## src/rtl/spi_ctrl_pkg.sv

```systemverilog
// Shared types and helpers for the SPI display controller.
package spi_ctrl_pkg;

    localparam int DATA_W = 4;
    localparam int BYTE_W = 8;

    typedef enum logic [2:0] {
        ST_IDLE,
        ST_LOAD,
        ST_RECV,
        ST_WAIT_END,
        ST_LOCAL
    } seq_state_t;

    function automatic logic [BYTE_W-1:0] pack_miso(input logic [DATA_W-1:0] d);
        return {d, {(BYTE_W - DATA_W){1'b0}}};
    endfunction

endpackage

```

## src/rtl/spi_display_sequencer_sat_counter.sv

```systemverilog
// Saturating up-counter: holds at all-ones instead of wrapping.
module sat_counter #(
    parameter int W = 8
) (
    input  logic         clk,
    input  logic         rst,
    input  logic         inc,
    input  logic         clear,
    output logic [W-1:0] count
);

    always_ff @(posedge clk or posedge rst) begin
        if (rst) begin
            count <= '0;
        end else if (clear) begin
            count <= '0;
        end else if (inc && (count != '1)) begin
            count <= count + 1'b1;
        end
    end

endmodule

```

## src/rtl/spi_display_sequencer.sv

```systemverilog
// Frame sequencer between the SPI slave and the LED/7-seg decoder, with a
// local write port sharing the display value, a frame watchdog and error counters.
//
// state    | meaning
// IDLE     | no frame; serves a pending local write when SS is inactive
// LOAD     | frame start: MISO register loaded with the current value echo
// RECV     | waiting for the single byte of the frame, watchdog running
// WAIT_END | byte handled or frame timed out; waiting for SS release
// LOCAL    | local write granted and committed
module spi_display_sequencer
    import spi_ctrl_pkg::*;
#(
    parameter int FRAME_TIMEOUT = 50_000,
    parameter int TO_W          = 16,
    parameter int CNT_W         = 8
) (
    input  logic              FPGA_clk,
    input  logic              FPGA_reset,
    input  logic              ss_active,
    input  logic              rx_valid,
    input  logic [BYTE_W-1:0] rx_byte,
    output logic              tx_load,
    output logic [BYTE_W-1:0] tx_byte,
    input  logic              local_req,
    input  logic [DATA_W-1:0] local_data,
    output logic              local_gnt,
    output logic [DATA_W-1:0] led_value,
    output logic              frame_err,
    output logic [CNT_W-1:0]  err_count,
    output logic [CNT_W-1:0]  abort_count
);

    seq_state_t      state, state_nxt;
    logic [TO_W-1:0] wd;
    logic            wd_clear, wd_run, timeout;
    logic            commit_spi, commit_local;
    logic            err_inc, abort_inc;

    // Fires on the RECV cycle whose increment would make the watchdog reach the limit.
    assign timeout = (wd == TO_W'(FRAME_TIMEOUT - 1));

    always_ff @(posedge FPGA_clk or posedge FPGA_reset) begin
        if (FPGA_reset) begin
            state <= ST_IDLE;
        end else begin
            state <= state_nxt;
        end
    end

    always_comb begin
        state_nxt    = state;
        tx_load      = 1'b0;
        local_gnt    = 1'b0;
        frame_err    = 1'b0;
        commit_spi   = 1'b0;
        commit_local = 1'b0;
        err_inc      = 1'b0;
        abort_inc    = 1'b0;
        wd_clear     = 1'b0;
        wd_run       = 1'b0;
        case (state)
            ST_IDLE: begin
                if (ss_active) begin
                    state_nxt = ST_LOAD;
                end else if (local_req) begin
                    state_nxt = ST_LOCAL;
                end
            end
            ST_LOAD: begin
                tx_load   = 1'b1;
                wd_clear  = 1'b1;
                state_nxt = ST_RECV;
            end
            ST_RECV: begin
                wd_run = 1'b1;
                if (rx_valid) begin
                    if (rx_byte[BYTE_W-DATA_W-1:0] == '0) begin
                        commit_spi = 1'b1;
                    end else begin
                        frame_err = 1'b1;
                        err_inc   = 1'b1;
                    end
                    state_nxt = ss_active ? ST_WAIT_END : ST_IDLE;
                end else if (!ss_active) begin
                    abort_inc = 1'b1;
                    state_nxt = ST_IDLE;
                end else if (timeout) begin
                    abort_inc = 1'b1;
                    state_nxt = ST_WAIT_END;
                end
            end
            ST_WAIT_END: begin
                if (!ss_active) begin
                    state_nxt = ST_IDLE;
                end
            end
            ST_LOCAL: begin
                local_gnt    = 1'b1;
                commit_local = 1'b1;
                state_nxt    = ST_IDLE;
            end
            default: state_nxt = ST_IDLE;
        endcase
    end

    always_ff @(posedge FPGA_clk or posedge FPGA_reset) begin
        if (FPGA_reset) begin
            wd <= '0;
        end else if (wd_clear) begin
            wd <= '0;
        end else if (wd_run) begin
            wd <= wd + 1'b1;
        end
    end

    // tx_byte lags led_value by one cycle; any commit is at least two cycles before the next LOAD.
    always_ff @(posedge FPGA_clk or posedge FPGA_reset) begin
        if (FPGA_reset) begin
            led_value <= '0;
            tx_byte   <= '0;
        end else begin
            if (commit_spi) begin
                led_value <= rx_byte[BYTE_W-1:BYTE_W-DATA_W];
            end else if (commit_local) begin
                led_value <= local_data;
            end
            tx_byte <= pack_miso(led_value);
        end
    end

    sat_counter #(.W(CNT_W)) u_err_cnt (
        .clk   (FPGA_clk),
        .rst   (FPGA_reset),
        .inc   (err_inc),
        .clear (1'b0),
        .count (err_count)
    );

    sat_counter #(.W(CNT_W)) u_abort_cnt (
        .clk   (FPGA_clk),
        .rst   (FPGA_reset),
        .inc   (abort_inc),
        .clear (1'b0),
        .count (abort_count)
    );

endmodule

```

## config.mk

```make
export PLATFORM = sky130hd
export DESIGN_NAME = spi_display_sequencer
export DESIGN_NICKNAME = d
export VERILOG_FILES = /design/src/rtl/spi_ctrl_pkg.sv /design/src/rtl/spi_display_sequencer_sat_counter.sv /design/src/rtl/spi_display_sequencer.sv
export SDC_FILE = /design/constraint.sdc
export NUM_CORES = 1
export LEC_CHECK = 0
export CORE_MARGIN = 1
export CORE_UTILIZATION = 50
export DETAILED_ROUTE_END_ITERATION = 7
export HOLD_SLACK_MARGIN = 0.05
export PLACE_DENSITY_LB_ADDON = 0.08
export SYNTH_ARGS = -nofsm -noshare
export SYNTH_HDL_FRONTEND = slang
export SYNTH_SLANG_ARGS = --single-unit
```

## constraint.sdc

```tcl
create_clock -name FPGA_clk -period 2.2 [get_ports FPGA_clk]
set_input_delay 0.22 -clock FPGA_clk [delete_from_list [all_inputs] [get_ports FPGA_clk]]
set_output_delay 0.22 -clock FPGA_clk [all_outputs]
set_load 0.05 [all_outputs]
```

---- After elaboration in Yosys (flattened, before gate mapping) ----
Index checks and enable logic that the tools add are counted.
storage, ports and cells
  input bits .............................. 17
  flip-flop bits (word level) ............. 43
  logic and storage cells ................. 51
  output and inout bits ................... 31
cells by class
  reduce and logical (&&, ||, !) cells .... 7
  mux-type cells .......................... 25
  add/sub/neg operators ................... 3
  eq/ne operators ......................... 10
operators by type and width
  operator                 number
  $mux W16                 2
  $mux W3                  6
  $add A16 B1 Y16 const B  1
  $add A8 B1 Y8 const B    2
  $eq A16 B16 Y1 const B   1
  $ne A8 B8 Y1 const B     2
  $mux W1                  13
  $pmux W3 S4              1
  $mux W4                  2
  $eq A3 B2 Y1 const B     2
  $logic_not A4 Y1         1
  $ne A4 B4 Y1 const B     1
  $reduce_bool A2 Y1       2
  $eq A3 B1 Y1 const B     1
  $eq A3 B3 Y1 const B     1
  $logic_not A3 Y1         1
  $ne A3 B3 Y1 const B     1
  $reduce_and A3 Y1        1
  $logic_and A1 B1 Y1      2
  $mux W2                  1
  $ne A2 B2 Y1 const B     1

---- Depth between registers and ports, before layout ----
Gate-level depths: netlist of the first run.
  depth after elaboration ................. 6
  gate-level depth with buffers ........... 6
  mapped depth without buffers ............ 5

---- Cells and area by module ----
A second synthesis of the first run with hierarchy kept.
unflattened totals
  cell total of the unflattened synthesis .. 227
  area, all modules ....................... 2334.7 sq um
by module, submodules not included
  module                 instances  cells each  area an instance (sq um)  sequential area each (sq um)
  spi_display_sequencer  1          129         1326.3                    675.6
  sat_counter            2          49          504.2                     200.2

---- Worst setup path before layout of the first run ----
OpenSTA, ideal clock, no wires.
  path kind ............................... reg-to-reg
  start point ............................. register u_err_cnt.count[0]
  end point ............................... register u_err_cnt.count[1]
  buffers on the path ..................... 0
  setup slack ............................. 0.167 ns
  setup time .............................. 0.125 ns
  data arrival time ....................... 1.908 ns
  data required time ...................... 2.075 ns
  cell stages (with the launch flop) ...... 5
  period minus slack after synthesis ...... 2.033 ns
  path through ............................ dfrtp_1 > ha_1 > and3_1 > a211oi_2 > mux2_2
between the ends
  word-level cells in the longest chain between the ends .. 2
  elaborated cells on any way between the ends .. 3
  those cells by class .................... add/sub: 1; eq/ne: 1; reduce/logical: 1
RTL lines
  element                                                line                                     text
  start: declaration                                     spi_display_sequencer_sat_counter.sv:9   output logic [W-1:0] count
  start signal: assignment                               spi_display_sequencer_sat_counter.sv:18  count <= count + 1'b1;
  branches (longest 2 deep; another with $add A8 B1 Y8)  n/a
Several ways; the timed one is not identified.
A chain may end at the register's enable or synchronous reset.

---- Final worst setup path of the first run ----
Same ends and word-level chain as after synthesis.

==> summary.md, run 1 <==
| Metric | Value |
|---|---|
| Outcome | complete, no violations |
| Critical Path Sink Type | flip-flop |
| Layout area overhead | 27.9% |
| Grt ovf | 0 |
| Initial Util | 52.5% |
| Slowest cell delay on critical path | 520 ps |
| Fin nets | 260 |
| Post-cts sizing count | 0 |
| Port Buffers | 43 |
| Synth Instances | 192 |
| Root Buffer | clkbuf_8 |
| Critical path class | flip-flop to flip-flop |
| DRT Wirelength | 4470 µm |
| Commonest cells post-synth | dfrtp_1, nand3_1, nand2_1, xor2_1, a21oi_1 |
| Leading area contributor after synthesis | dfrtp_1 |
| Simple-Gate Fraction of Synth Area | 22.3% |
| Setup TNS | 0 ps |
| Post-synth EDFFs | 0 |
| Synth Area in Adders | 1.78% |
| Proportion of layout cells with a drive suffix above 1 | 9.96% |
| Via Count | 1,692 |
| Clock sink count | 43 |
| Cell Area, Placed | 0.00260 mm² |
| Static Leak | 1.17 nW |
| H-tree depth | 2 |
| Reg2reg path depth | 4 |
| Worst slew margin | 62.6% |
| Flop pwr share | 38.6% |
| Initial antenna violation count | 0 |
| Largest net degree at the start of global routing | 17 |
| Hold slack | 251 ps |
| Worst EP required | 2390 ps |
| Slew Viols, Final | 0 |
| DR iter-0 viols | 157 |
| Filler cells | 299 |
| Number of remaining DRC errors | 0 |
| Synth Flop Type | dfrtp_1 |
| Die height | 67.0 µm |
| Final instance area | 0.00270 mm² |
| Antenna cells | 0 |
| Clock Pin Slew Worst Setup and Hold Paths | 80 ps |
| Synth Area in Compound Gates | 10.9% |
| Vias in the first global route | 1,649 |
| Critical-path top delay cell | a211oi_2 |
| Worst-Margin Slew | 560 ps |
| Maximum VDD drop | 859 µV |
| Ys Warns | 0 |
| Number of synthesized register bits | 43 |
| Logic pwr share | 42.9% |
| Main combinational cell family by area after synthesis | simple AND/OR/NAND/NOR gates |
| Die area | 0.00449 mm² |
| Footprint of the multi-input gates | 987 µm² |
| Drt wl/cell | 15.4 µm |
| First-pass GRT wire length | 7390 µm |
| CTS tree | built |
| I/O Pins | 48 |
| Post-Synth XOR/XNOR Area | 7.46% |
| Async SR Flop Fraction | 100% |
| CP Cell Sequence | ha_1 > and3_1 > a211oi_2 > mux2_2 |
| Fin util | 67.1% |
| Register area | 0.00108 mm² |
| Skew-Pair Late Insertion Delay | 290 ps |
| Register area share after synthesis | 50.9% |
| Placeable Area | 0.00403 mm² |
| Int Pwr | 1.71 mW |
| DRT antenna net count | 0 |
| Cell variety after synth | 44 |
| DP HPWL | 3210 µm |
| CTS Hold Bufs | 0 |
| Setup WS post-layout | 223 ps |
| Most numerous cell in the Yosys netlist | dfrtp_1 |
| Syn_area_per_cell | 11.0 µm² |
| Synth area leaders | dfrtp_1, xor2_1, xnor2_1, nand3_1, and3_1 |
| CTS max path bufs | 2 |
| Fmax achieved | 506 MHz |
| Worst Hold Class | input pin to asynchronous set/reset pin |
| Final setup fails | 0 |
| Min cycle time layout | 1980 ps |
| Clock Power Share | 18.5% |
| Switch share | 42.9% |
| Startpoint Class | flip-flop |
| Die width | 67.0 µm |
| Tcrit/Tclk final | 89.9% |
| Skew final | 4.35 ps |
| Total track usage | 22.2% |
| Max-capacitance violation count | 0 |
| PwrDens | 1110 mW/mm² |
| Drt pass-1 iters | 4 |
| # rows | 23 |
| GPL Wtd Cong | 0.887 |
| Arrival @ worst endpoint | 2160 ps |
| P_sw | 1.28 mW |
| Vias per std cell | 5.81 |
| Hold violation count in the final report | 0 |
| Unrepaired setup endpoints after global routing | no |
| Mux contribution to synthesized area | 3.55% |
| Critical-path maximum fanout | 8 |
| Post-Syn Area | 0.00211 mm² |
| Clock buffer count from CTS | 5 |
| Synth top area share | 50.9% |
| Setup WS pre-CTS | 143 ps |
| Post-CTS setup buffer count | 0 |
-- sequential cells by signal (all words and copies together), names as in the netlist --
name and flops:
tx_byte 4, state 3, wd 16, led_value 4
u_abort_cnt.count 8, u_err_cnt.count 8
-- cell type report --
class / count / area share, %
Timing Repair Buffer: 46 / 16.9
Inverter: 4 / 0.556
Tap cell: 50 / 2.31
Multi-Input combinational cell: 140 / 36.5
Sequential cell: 43 / 39.8
Clock inverter: 1 / 0.278
Clock buffer: 7 / 3.56
-- per-layer routing --
layer | share of wire [%] | global-route usage [%] | vias up
met3 | 4.0 | 6.51 | 2
met1 | 44 | 26.5 | 850
li1 | - | - | 799
met5 | 0 | 0 | -
met2 | 51 | 37.5 | 41
met4 | 0.56 | 7.71 | 0
-- final timing paths --
kind	slack [ps]	to	start
worst min-delay path	250	wd[6]	FPGA_reset
max in group asynchronous	1340	u_abort_cnt.count[2]	FPGA_reset
worst min register to register	400	tx_byte[6]	led_value[2]
min in group FPGA_clk	400	tx_byte[6]	led_value[2]
worst max register to register	220	u_err_cnt.count[1]	u_err_cnt.count[0]
worst max-delay path	220	u_err_cnt.count[1]	u_err_cnt.count[0]
-- placed cells by master, fill, tap and decap left out, types with 3 or more instances in the layout --
master	synthesis	layout
and3_1	8	8
xor2_1	11	11
or3_1	4	4
nand3_1	12	12
o31ai_1	5	5
o21ai_1	7	7
and4_1	3	3
o211ai_1	4	4
nor2_1	8	8
a21oi_1	9	9
dfrtp_1	43	43
ha_1	3	3
inv_1	3	3
buf_4	4	5
clkdlybuf4s50_1	0	40
a211oi_1	5	5
conb_1	1	4
nand4_1	7	7
clkbuf_8	0	7
xnor2_1	7	7
nand2_1	11	11
mux2i_1	3	3
-- cell families after synthesis --
group           after synthesis
buf+inv                      12
compound gates               35
simple gates                 73
xor+xnor                     18
flops                        43
other cells                   1
mux                           7
fa+ha+maj                     3
-- critical path: cells and delay by family (launching register included) --
family / cells / cell delay [ps]
fa+ha+maj: 1 / 280
flops: 1 / 460
compound gates: 1 / 520
simple gates: 1 / 210
mux: 1 / 400
-- stage by stage --
step / instances / total power [mW]
floorplan: 195 / 2.00
global placement: 283 / 2.41
detailed placement: 283 / 2.45
CTS: 291 / 3.01
global route: 291 / 3.13
finish: 291 / 2.99
-- power by group through the flow --
stage / sequential [mW] / clock, mW / combinational, mW
after floorplan: 1.60 / 0 / 0.407
after global placement: 1.15 / 0 / 1.26
after detailed placement: 1.16 / 0 / 1.29
after CTS: 1.15 / 0.566 / 1.29
after global routing: 1.18 / 0.600 / 1.35
final: 1.15 / 0.553 / 1.28
(Power assumes the default switching activity.)
==> run 2, diff against run 1 <==
Settings changed: CORE_UTILIZATION 50 to 60, DONT_BUFFER_PORTS set to 1.
==> run 2 against run 1 <==
Against the previous run:
- sequential share of layout area is 4.4 points higher
- setup slack worse by 64 ps
- worst hold slack worse by 180 ps
- clock power is 33% lower
- clock skew is 1.6 ps higher
- sequential cell count stayed put
- combinational power is 28% lower
- wire length is 6.3% lower
- non-clock buffer count is 16 lower
- critical path depth stayed put
- final cell count is 6.9% lower
- register-to-register slack worse by 50 ps
==> summary.md, run 2 (synthesized netlist as in run 1, its figures left out) <==
| Metric | Value |
|---|---|
| Arrival @ worst endpoint | 1820 ps (-340 ps) |
| Critical path class | flip-flop to output port |
| Min cycle time layout | 2040 ps (+64.4 ps) |
| Hold violation count in the final report | 0 (unchanged) |
| Worst EP required | 1980 ps (-410 ps) |
| Clock Pin Slew Worst Setup and Hold Paths | 120 ps (+40 ps) |
| PwrDens | 1090 mW/mm² (-1.8%) |
| Total track usage | 26.2% (+4.0 points) |
| Placeable Area | 0.00336 mm² (-17%) |
| Die height | 61.3 µm (-8.5%) |
| CTS Hold Bufs | 10 (+10) |
| Setup WS post-layout | 158 ps (-64.4 ps) |
| Fin nets | 244 (-6.2%) |
| Filler cells | 271 (-9.4%) |
| Total Power | 2.64 mW (-12%) |
| Post-cts sizing count | 0 (unchanged) |
| Drt wl/cell | 15.5 µm (+0.59%) |
| Vias per std cell | 5.98 (+2.8%) |
| Maximum VDD drop | 1110 µV (+30%) |
| Root Buffer | clkbuf_4 |
| Largest net degree at the start of global routing | 36 (+19) |
| WP buf/inv | 2 (+2) |
| Antenna cells | 0 (unchanged) |
| Fmax achieved | 490 MHz (-3.2%) |
| Setup TNS | 0 ps (unchanged) |
| Critical-path top delay cell | dfrtp_1 |
| Grt ovf | 0 (unchanged) |
| H-tree depth | 2 (unchanged) |
| GPL Wtd Cong | 0.876 (-1.3%) |
| CP Cell Sequence | nand2b_1 > or2_2 > inv_2 > buf_4 |
| CTS max path bufs | 2 (unchanged) |
| Cell Area, Placed | 0.00229 mm² (-12%) |
| Final instance area | 0.00244 mm² (-9.9%) |
| DP HPWL | 2880 µm (-10%) |
| Logic pwr share | 34.9% (-8.0 points) |
| Critical-path maximum fanout | 13 (+5) |
| I/O Pins | 48 (unchanged) |
| Most frequent cells in the layout | dfrtp_1, buf_4, nand3_1, xor2_1, nand2_1 |
| Worst Hold Class | input pin to flip-flop |
| Post-CTS setup buffer count | 0 (unchanged) |
| Skew-Pair Late Insertion Delay | 360 ps (+70 ps) |
| Tcrit/Tclk final | 92.8% (+2.9 points) |
| Slowest cell delay on critical path | 480 ps (-40 ps) |
| Setup WS pre-CTS | 217 ps (+74.2 ps) |
| Slew Viols, Final | 0 (unchanged) |
| Clock Power Share | 14.1% (-4.4 points) |
| Number of remaining DRC errors | 0 (unchanged) |
| Initial Util | 62.8% (+10 points) |
| Clock sink count | 43 (unchanged) |
| Worst slew margin | 62.7% (+0.13 points) |
| Max-capacitance violation count | 0 (unchanged) |
| Flop pwr share | 51.0% (+12 points) |
| # rows | 21 (-8.7%) |
| Static Leak | 1.11 nW (-4.8%) |
| DR iter-0 viols | 79 (-50%) |
| Critical Path Sink Type | output port |
| Via Count | 1,620 (-4.3%) |
| DRT antenna net count | 0 (unchanged) |
| Max FFs per register | 16 (unchanged) |
| Footprint of the multi-input gates | 987 µm² (unchanged) |
| Most flops, register | wd |
| P_sw | 1.24 mW (-3.4%) |
| First-pass GRT wire length | 7060 µm (-4.5%) |
| Port Buffers | 0 (-100%) |
| Outcome | complete, no violations |
| DRT Wirelength | 4190 µm (-6.3%) |
| Worst path top cell family by delay | simple AND/OR/NAND/NOR gates |
| CTS tree | built |
| Die area | 0.00376 mm² (-16%) |
| Layout area overhead | 15.3% |
| Unrepaired setup endpoints after global routing | no |
| Register area | 0.00108 mm² (unchanged) |
| Fin util | 72.4% (+5.4 points) |
| Top flop regs | wd: 16 flops, u_abort_cnt.count: 8 flops, u_err_cnt.count: 8 flops |
| Startpoint Class | flip-flop |
| Initial antenna violation count | 0 (unchanged) |
| Worst-Margin Slew | 558 ps (-1.97 ps) |
| Skew final | 5.92 ps (+1.56 ps) |
| Leading cell type in the layout, fill and taps excluded | dfrtp_1 |
| Final setup fails | 0 (unchanged) |
| Proportion of layout cells with a drive suffix above 1 | 16.0% (+6.0 points) |
| Clock buffer count from CTS | 5 (unchanged) |
| Int Pwr | 1.41 mW (-18%) |
| Die width | 61.3 µm (-8.5%) |
| Vias in the first global route | 1,484 (-10%) |
| Drt pass-1 iters | 4 (unchanged) |
| Switch share | 46.8% (+3.9 points) |
==> run 2: worst paths after layout <==
kind / to / startpoint / slack (ps) / cells past startpoint
setup reg to reg: led_value[2] / state[2] / 170 / 4
hold / removal: state[2] / ss_active / 70 / 2
max in group asynchronous: wd[8] / FPGA_reset / 1190 / 3
min in group asynchronous: led_value[3] / FPGA_reset / 260 / 2
hold reg to reg: u_abort_cnt.count[2] / u_abort_cnt.count[2] / 510 / 1
setup / recovery: tx_load / state[1] / 160 / 4
==> run 2: final cells by class <==
class | count | area share (%)
Tap cell | 46 | 2.36
Clock buffer | 7 | 1.85
Inverter | 4 | 0.616
Multi-Input combinational cell | 140 | 40.5
Sequential cell | 43 | 44.2
Clock inverter | 1 | 0.205
Timing Repair Buffer | 30 | 10.3
==> run 2: stage by stage <==
step	hold slack (ps)	instances
floorplan	342	195
global placement	69.2	253
detailed placement	79.5	253
CTS	52.1	271
global route	54.3	271
finish	68.3	271
==> run 2: layer usage <==
layer  GRT usage, %  share of wire, %
met1           37.0                45
met2           39.6                48
met3           5.67               5.2
met4           10.5               1.7
met5              0                 0
==> run 2: power by group through the flow <==
stage               clock network (mW)  logic (mW)  registers (mW)
finish                           0.373       0.921            1.35
global route                     0.419       0.999            1.37
CTS                              0.382       0.923            1.35
detailed placement                   0       0.885            1.37
global placement                     0       0.858            1.35
floorplan                            0       0.407            1.60
==> run 3, diff against run 2 <==
Settings changed: CTS_CLUSTER_DIAMETER set to 80.
==> results of run 3 <==
The final DEF is identical to that of run 2; final timing and power are the same.
